[config.mk]
export PLATFORM = sky130hd
export DESIGN_NAME = branch_predictor
export DESIGN_NICKNAME = d
export VERILOG_FILES = /design/src/rtl/bp_pkg.sv /design/src/rtl/bp_sat_ctr.sv /design/src/rtl/branch_predictor.sv
export SDC_FILE = /design/constraint.sdc
export NUM_CORES = 2
export LEC_CHECK = 0
export ABC_CLOCK_PERIOD_IN_PS = 36800
export BUFFER_PORTS_ARGS = -buffer_cell sky130_fd_sc_hd__buf_2
export CAP_MARGIN = 25
export CORE_ASPECT_RATIO = 1.75
export CORE_MARGIN = 2
export CORE_UTILIZATION = 50
export DETAILED_ROUTE_END_ITERATION = 12
export HOLD_SLACK_MARGIN = 0.1
export PLACE_DENSITY = 0.67
export SYNTH_ARGS = -nofsm -noshare
export SYNTH_HDL_FRONTEND = slang
export SYNTH_HIERARCHICAL = 1
export SYNTH_SLANG_ARGS = --single-unit
[constraint.sdc]
create_clock -name clk -period 36.8 [get_ports clk]
set_input_delay 0 -clock clk [delete_from_list [all_inputs] [get_ports clk]]
set_output_delay 0 -clock clk [all_outputs]
set_load 0.1 [all_outputs]
[src/rtl/bp_pkg.sv]
// Shared types and constants for the branch target buffer: entry layout,
// 2-bit direction counter encodings and the tag extraction helper.
package bp_pkg;

    localparam int PC_W = 32;

    localparam logic [1:0] STRONG_NT = 2'b00;
    localparam logic [1:0] WEAK_NT   = 2'b01;
    localparam logic [1:0] WEAK_T    = 2'b10;
    localparam logic [1:0] STRONG_T  = 2'b11;

    // Tag is kept full-width so the package stays independent of INDEX_BITS;
    // the bits above pc[31:INDEX_BITS+2] are always zero.
    typedef struct packed {
        logic            valid;
        logic [PC_W-1:0] tag;
        logic [PC_W-1:0] target;
        logic [1:0]      ctr;
    } bp_entry_t;

    function automatic logic [PC_W-1:0] pc_tag(input logic [PC_W-1:0] pc,
                                               input int index_bits);
        return pc >> (index_bits + 2);
    endfunction

endpackage

[src/rtl/bp_sat_ctr.sv]
// 2-bit saturating up/down counter step, purely combinational.
module bp_sat_ctr
    import bp_pkg::*;
(
    input  logic [1:0] ctr_i,
    input  logic       inc_i,
    output logic [1:0] ctr_o
);

    always_comb begin
        ctr_o = ctr_i;
        if (inc_i) begin
            if (ctr_i != STRONG_T) ctr_o = ctr_i + 2'd1;
        end else begin
            if (ctr_i != STRONG_NT) ctr_o = ctr_i - 2'd1;
        end
    end

endmodule

[src/rtl/branch_predictor.sv]
// Direct-mapped BTB with 2-bit direction counters: zero-latency lookup for
// fetch, training and mispredict/redirect from EX, saturating perf counters.
module branch_predictor
    import bp_pkg::*;
#(
    parameter int INDEX_BITS = 4,
    parameter int PERF_W     = 32
) (
    input  logic              clk,
    input  logic              reset,
    input  logic [PC_W-1:0]   f_pc,
    output logic              pred_taken,
    output logic [PC_W-1:0]   pred_target,
    input  logic              ex_valid,
    input  logic              ex_stall,
    input  logic [PC_W-1:0]   ex_pc,
    input  logic              ex_taken,
    input  logic [PC_W-1:0]   ex_target,
    input  logic              ex_pred_taken,
    input  logic [PC_W-1:0]   ex_pred_target,
    output logic              mispredict,
    output logic [PC_W-1:0]   redirect_pc,
    output logic [PERF_W-1:0] perf_total,
    output logic [PERF_W-1:0] perf_taken,
    output logic [PERF_W-1:0] perf_mispredict
);

    localparam int ENTRIES = 1 << INDEX_BITS;

    bp_entry_t entry_q [ENTRIES];
    bp_entry_t entry_d;
    bp_entry_t f_entry;
    bp_entry_t ex_entry;

    logic [INDEX_BITS-1:0] f_idx;
    logic [INDEX_BITS-1:0] ex_idx;
    logic                  f_hit;
    logic                  ex_hit;
    logic                  fire;
    logic [1:0]            ctr_next;
    logic [ENTRIES-1:0]    we;

    logic [PERF_W-1:0] perf_total_q;
    logic [PERF_W-1:0] perf_taken_q;
    logic [PERF_W-1:0] perf_mispredict_q;

    function automatic logic [PERF_W-1:0] sat_inc(input logic [PERF_W-1:0] v,
                                                  input logic en);
        return (en && (v != '1)) ? v + 1'b1 : v;
    endfunction

    // Fetch-side lookup reads the table state before any same-cycle update.
    assign f_idx       = f_pc[INDEX_BITS+1:2];
    assign f_entry     = entry_q[f_idx];
    assign f_hit       = f_entry.valid && (f_entry.tag == pc_tag(f_pc, INDEX_BITS));
    assign pred_taken  = f_hit && f_entry.ctr[1];
    assign pred_target = pred_taken ? f_entry.target : f_pc + 32'd4;

    assign fire        = ex_valid && !ex_stall;
    assign mispredict  = fire && ((ex_taken != ex_pred_taken) ||
                         (ex_taken && ex_pred_taken && (ex_target != ex_pred_target)));
    assign redirect_pc = ex_taken ? ex_target : ex_pc + 32'd4;

    assign ex_idx   = ex_pc[INDEX_BITS+1:2];
    assign ex_entry = entry_q[ex_idx];
    assign ex_hit   = ex_entry.valid && (ex_entry.tag == pc_tag(ex_pc, INDEX_BITS));

    bp_sat_ctr u_sat_ctr (
        .ctr_i (ex_entry.ctr),
        .inc_i (ex_taken),
        .ctr_o (ctr_next)
    );

    always_comb begin
        entry_d = ex_entry;
        if (ex_hit) begin
            entry_d.ctr = ctr_next;
            if (ex_taken) entry_d.target = ex_target;
        end else if (ex_taken) begin
            entry_d.valid  = 1'b1;
            entry_d.tag    = pc_tag(ex_pc, INDEX_BITS);
            entry_d.target = ex_target;
            entry_d.ctr    = WEAK_T;
        end
    end

    for (genvar gi = 0; gi < ENTRIES; gi++) begin : g_we
        assign we[gi] = fire && (ex_idx == INDEX_BITS'(gi));
    end

    always_ff @(posedge clk or posedge reset) begin
        if (reset) begin
            for (int i = 0; i < ENTRIES; i++) begin
                entry_q[i].valid  <= 1'b0;
                entry_q[i].tag    <= '0;
                entry_q[i].target <= '0;
                entry_q[i].ctr    <= WEAK_NT;
            end
        end else begin
            for (int i = 0; i < ENTRIES; i++) begin
                if (we[i]) entry_q[i] <= entry_d;
            end
        end
    end

    always_ff @(posedge clk or posedge reset) begin
        if (reset) begin
            perf_total_q      <= '0;
            perf_taken_q      <= '0;
            perf_mispredict_q <= '0;
        end else if (fire) begin
            perf_total_q      <= sat_inc(perf_total_q, 1'b1);
            perf_taken_q      <= sat_inc(perf_taken_q, ex_taken);
            perf_mispredict_q <= sat_inc(perf_mispredict_q, mispredict);
        end
    end

    assign perf_total      = perf_total_q;
    assign perf_taken      = perf_taken_q;
    assign perf_mispredict = perf_mispredict_q;

endmodule
# [After elaboration in Yosys (flattened, before gate mapping)]
# Index checks and enable logic that the tools add are counted.
[word_totals] ff_bits=1168 in_bits=134 word_cells=148
[classes] add_sub_neg=7 order_cmp=2 eq_ne=23 n_mux=15 bitwise_logic=2 n_reduce_logical=32
[ops] op="67-bit binary-select mux with 4-bit select" n=2
[ops] op="67-bit two-way mux" n=5
[ops] op="32-bit by 1-bit adder with 32-bit output (second input constant)" n=3
[ops] op="32-bit two-way mux" n=3
[ops] op="32-bit inequality test (second input constant)" n=3
[ops] op="32-bit by 3-bit adder with 32-bit output (second input constant)" n=2
[ops] op="32-bit by 26-bit equality test with 1-bit output" n=2
[ops] op="34-bit two-way mux" n=1
[ops] op="33-bit two-way mux" n=1
[ops] op="4-bit equality test (second input constant)" n=8
[ops] op="32-bit inequality test" n=1
[ops] op="1-bit logical AND" n=25
[ops] op="4-bit by 3-bit equality test with 1-bit output (second input constant)" n=4
[ops] op="5-bit >= comparator (second input constant)" n=2
[ops] op="4-bit inverter with 5-bit output" n=2
[ops] op="4-bit by 2-bit equality test with 1-bit output (second input constant)" n=2
[ops] op="2-bit two-way mux" n=3
[ops] op="2-bit AND reduction" n=3
[ops] op="4-bit by 1-bit equality test with 1-bit output (second input constant)" n=1
[ops] op="4-bit zero test" n=1
[ops] op="2-bit by 1-bit adder with 2-bit output (second input constant)" n=1
[ops] op="2-bit inequality test (second input constant)" n=1
[ops] op="2-bit nonzero test" n=1
[ops] op="2-bit by 1-bit subtractor with 2-bit output (second input constant)" n=1
[ops] op="other kinds (3)" n=3

# [Logic depth before layout (Yosys ltp)]
[logic_depth] depth_word=8 ltp_mapped=17 depth_no_buf=10

# [Cells and area by module]
# Netlist, hierarchy kept.
[modules_own_cells] mod="branch_predictor" instances=1 cells_per_inst=5753 area_each_um2=65007.3 seq_area_each_um2=29248.1
[modules_own_cells] mod="bp_sat_ctr" instances=1 cells_per_inst=3 area_each_um2=26.3 seq_area_each_um2=0.0

# [Worst setup path after synthesis]
# No wires, ideal clock.
[synth_timing] path_type="input to output" start="input ex_pc[3]" end="output redirect_pc[29]" arrival_ns=4.909 t_required_ns=36.800 slack_ns=31.891 path_stages=16 cell_sequence="buf_2 buf_6 buf_4 buf_4 buf_2 buf_2 buf_2 buf_4 nand2_1 nor3_1 and4_1 nand3_1 nor3_1 nand3_1 xor2_1 o21ai_0"
[synth_between] elab_chain_cells=2
[synth_rtl] element="start, declared" line="branch_predictor.sv:16" text="input logic [PC_W-1:0] ex_pc,"
[synth_rtl] element="32-bit by 3-bit adder with 32-bit output" line="branch_predictor.sv:62" text="assign redirect_pc = ex_taken ? ex_target : ex_pc + 32'd4;"
[synth_rtl] element="32-bit two-way mux" line="branch_predictor.sv:62"
[synth_rtl] element="end, declared" line="branch_predictor.sv:22" text="output logic [PC_W-1:0] redirect_pc,"
# No other way between the ends.

# [Worst setup path after layout]
[layout_timing] start="input f_pc[2]" end="output pred_target[23]"
[layout_between] elab_chain_cells=8 word_cells_on_any_way=9 classes_between="add/sub (1); eq/ne (1); mux (4); bitwise (1); reduce/logical (2)"
[layout_rtl] element="start, declared" line="branch_predictor.sv:11" text="input logic [PC_W-1:0] f_pc,"
[layout_rtl] element="4-bit inverter with 5-bit output (not written as such)" line="branch_predictor.sv:54" text="assign f_entry = entry_q[f_idx];"
[layout_rtl] element="67-bit binary-select mux with 4-bit select" line="branch_predictor.sv:54"
[layout_rtl] element="67-bit two-way mux (not written as such) (2 in a row)" line="branch_predictor.sv:54"
[layout_rtl] element="32-bit by 26-bit equality test with 1-bit output" line="branch_predictor.sv:55" text="assign f_hit = f_entry.valid && (f_entry.tag == pc_tag(f_pc, INDEX_BITS));"
[layout_rtl] element="1-bit logical AND" line="branch_predictor.sv:55"
[layout_rtl] element="1-bit logical AND" line="branch_predictor.sv:56" text="assign pred_taken = f_hit && f_entry.ctr[1];"
[layout_rtl] element="32-bit two-way mux (*)" line="branch_predictor.sv:57" text="assign pred_target = pred_taken ? f_entry.target : f_pc + 32'd4;"
[layout_rtl] element="end, declared" line="branch_predictor.sv:13" text="output logic [PC_W-1:0] pred_target,"
# Every way passes the cells marked *; elsewhere a longest branch is shown, timed or not. The select of a mux whose other input is x is not followed.

==> flow_metrics.py <==
metrics = {
    "global_route": {
        "grt_max_degree": 163,
        "antenna_found_initial": 16,
        "grt_pass1_vias": 49700,
        "grtUsageTotal_pct": 32.7,
        "grt.overflow.total": 0,
        "grt_first_pass_wirelength_mm": 323,
    },
    "yosys": {
        "netlist_top_cells_count": "dfrtp_1 (1,152), o21ai_0 (784), nand2_1 (767)",
        "synth_edf_count": 0,
        "synth_top_area_share_pct": 44.3,
        "ys_types": 75,
        "ys_seq_elements": 1168,
        "async_reset_ff_share_pct": 100,
        "syn_area_per_cell_um2": 11.3,
        "synthTopCellsByArea": "dfrtp_1 (44%), mux4_2 (19%), mux2i_1 (6.4%)",
        "yosys.cell_count.top_type": "dfrtp_1",
        "synth-main-ff-cell": "dfrtp_1",
        "ys_warn_count": 6,
        "synthesis.nets": 5899,
        "synth.yosys.seq_area_share_pct": 45.0,
        "syn-cell-area_um2": 65000,
        "synth_area_leader_cell": "dfrtp_1",
        "synthCells": 5756,
    },
    "clock_network": {
        "htreeDepth": 3,
        "clock_latency_ns": 0.77,
        "post_cts_buffers": 0,
        "ctsLongestPathBuffers": 3,
        "cts_num_sinks": 1168,
        "cts_tree": "built",
        "path_clk_slew_ns": 0.07,
        "cts_buffers": 110,
        "cts-root-buf": "clkbuf_16",
        "ctsResizeCount": 0,
    },
    "detailed_routing": {
        "ant_nets": 0,
        "viasPerCell": 6.49,
        "drc": 0,
        "wl_per_cell_um": 28.7,
        "finalWirelength_mm": 217,
        "drtPass1Iterations": 6,
        "drtIter0Drc": 4874,
        "num_vias": 48900,
    },
    "critical_path": {
        "crit_type": "input pin to primary output",
        "worstSetupEndpointType": "primary output",
        "arrival_ns": 6.40,
        "cp_max_fo": 87,
        "rr_worst_depth": 10,
        "cp.required_ns": 36.80,
        "start_kind": "input pin",
    },
    "sta": {
        "worstMarginPinSlew_ns": 1.12,
        "setup_tns_ns": 0,
        "fmax_ghz": 0.156,
        "period_share_pct": 17.4,
        "rsz0062_at_grt": "false",
        "clock_skew_ns": 0.0382,
        "final_hold_viol_count": 0,
        "maxSlewHeadroom_pct": 25.1,
        "setup_viol": 0,
        "fin_crit_ns": 6.40,
        "slew_viol_final": 0,
    },
    "power": {
        "power_density_nw_per_um2": 53.9,
        "leakage_nw": 29.5,
        "peakVddDrop_mv": 0.0735,
    },
    "die": {
        "start_util_pct": 50.2,
        "dieArea_um2": 133000,
        "die_h_um": 481,
        "core_area_um2": 130000,
        "die_w_um": 277,
        "rows": 175,
        "io_pins": 296,
    },
    "placed_design": {
        "place_hpwl_mm": 138,
        "port_buffers": 295,
        "gp_congestion": 0.935,
        "placed_cells": 7288,
    },
    "worst_hold_path": {
        "hold_path_class": "input pin to flip-flop",
        "hold_depth": 5,
    },
    "final_layout": {
        "fin_nets": 5913,
        "drive_gt1_share_pct": 23.8,
        "stdcell_count": 7544,
        "syn_to_final_growth_pct": 10.5,
    },
    "job": {
        "cap_viol_max_count": 0,
    },
    "status": {
        "outcome": "finished, final reports clean",
    },
}
[layout make-up]
cell class,instances,area [um^2]
fill,10900,57800
multi-input combinational,3998,33500
sequential,1168,29200
clock buffer,163,3260
timing repair buffer,460,3090
tap,1681,2100
clock inverter,38,524
inverter,32,128
antenna,4,10.0
[through the flow]
step	area, um^2	utilization, %	hold slack [ns]	worst slack [ns]	power [mW]
global route	71800	55.4	0.143	29.88	4.04
CTS	71700	55.3	0.101	29.95	3.88
global placement	67400	52.0	0.167	29.95	2.62
detailed placement	67500	52.1	0.160	29.96	2.66
floorplan	65000	-	0.300	3.93	2.39
finish	71800	55.4	0.149	30.40	3.87
[power by group]
group	switching, mW	internal (mW)
combinational	0.540	0.420
sequential	0.184	1.52
clock	0.530	0.684
total	1.25	2.62
[state kept, by name (all words and copies together) (netlist names)]
| name | count |
|---|---|
| entry_q | 1072 |
| perf_mispredict | 32 |
| perf_taken | 32 |
| perf_total | 32 |
[per-layer routing]
layer	global-route usage (%)	share of wire [%]	up-vias
met2	52.8	47	2501
li1	-	-	21000
met5	0	0.044	-
met1	40.6	36	24800
met3	8.29	10	624
met4	17.8	6.4	14
[critical path, stage by stage]
cell     delay, ns
buf_8         0.57
buf_12        0.62
buf_4         0.34
buf_16        0.29
buf_4         0.79
mux4_2        0.59
mux4_2        0.49
xor2_1        0.15
nor4_1        0.52
nand4_1       0.23
nor4_4        0.17
buf_4         0.61
mux2_2        0.36
buf_2         0.44
[cells by family after synthesis]
kind of cell    Yosys count  share of synthesized area [%]
mux                    1043                           27.1
fa+ha+maj                11                          0.208
flops                  1168                           45.0
simple gates           1321                           8.72
compound gates         1369                           11.7
xor+xnor                254                           3.42
buf+inv                 590                           3.88
[cell usage in the layout (no fill, tap or decap), drive strengths merged, types with 4 or more instances in the layout]
master       Yosys  routed
a211oi          16      16
a21boi          30      30
a21oi          432     432
a221oi          11      11
a22o             4       4
a22oi           34      34
a31oi            4       4
and2            15      15
and3            42      42
and4             8       8
buf            147     421
bufinv           0      10
clkbuf         411     164
clkinv           0      17
clkinvlp         0       7
dfrtp         1152    1152
dfstp           16      16
diode            0       4
dlygate4sd3      0      38
ha               9       9
inv             32      36
mux2            52      52
mux2i          436     436
mux4           555     555
nand2          767     767
nand2b          20      20
nand3           82      82
nand4           33      33
nor2           246     246
nor2b           14      14
nor3            28      28
nor3b            6       6
nor4            39      39
o211ai          11      11
o21ai          801     801
o22ai            4       4
or2             10      10
or4              4       4
xnor2          132     132
xor2           122     122
[worst paths after layout]
path | from | slack, ns | end
setup / recovery | f_pc[2] | 30.40 | pred_target[23]
hold / removal | ex_target[28] | 0.15 | entry_q[968]
setup reg to reg | entry_q[330] | 31.53 | entry_q[858]
hold reg to reg | entry_q[603] | 0.46 | entry_q[603]
max in group asynchronous | reset | 33.35 | entry_q[873]
min in group asynchronous | reset | 0.51 | entry_q[341]
[what timing repair did]
action	in CTS	in global routing
hold buffers	38	0
hold endpoints to repair	621	0
endpoints found under the setup margin	0	0
Power figures use the tool's default switching activity.
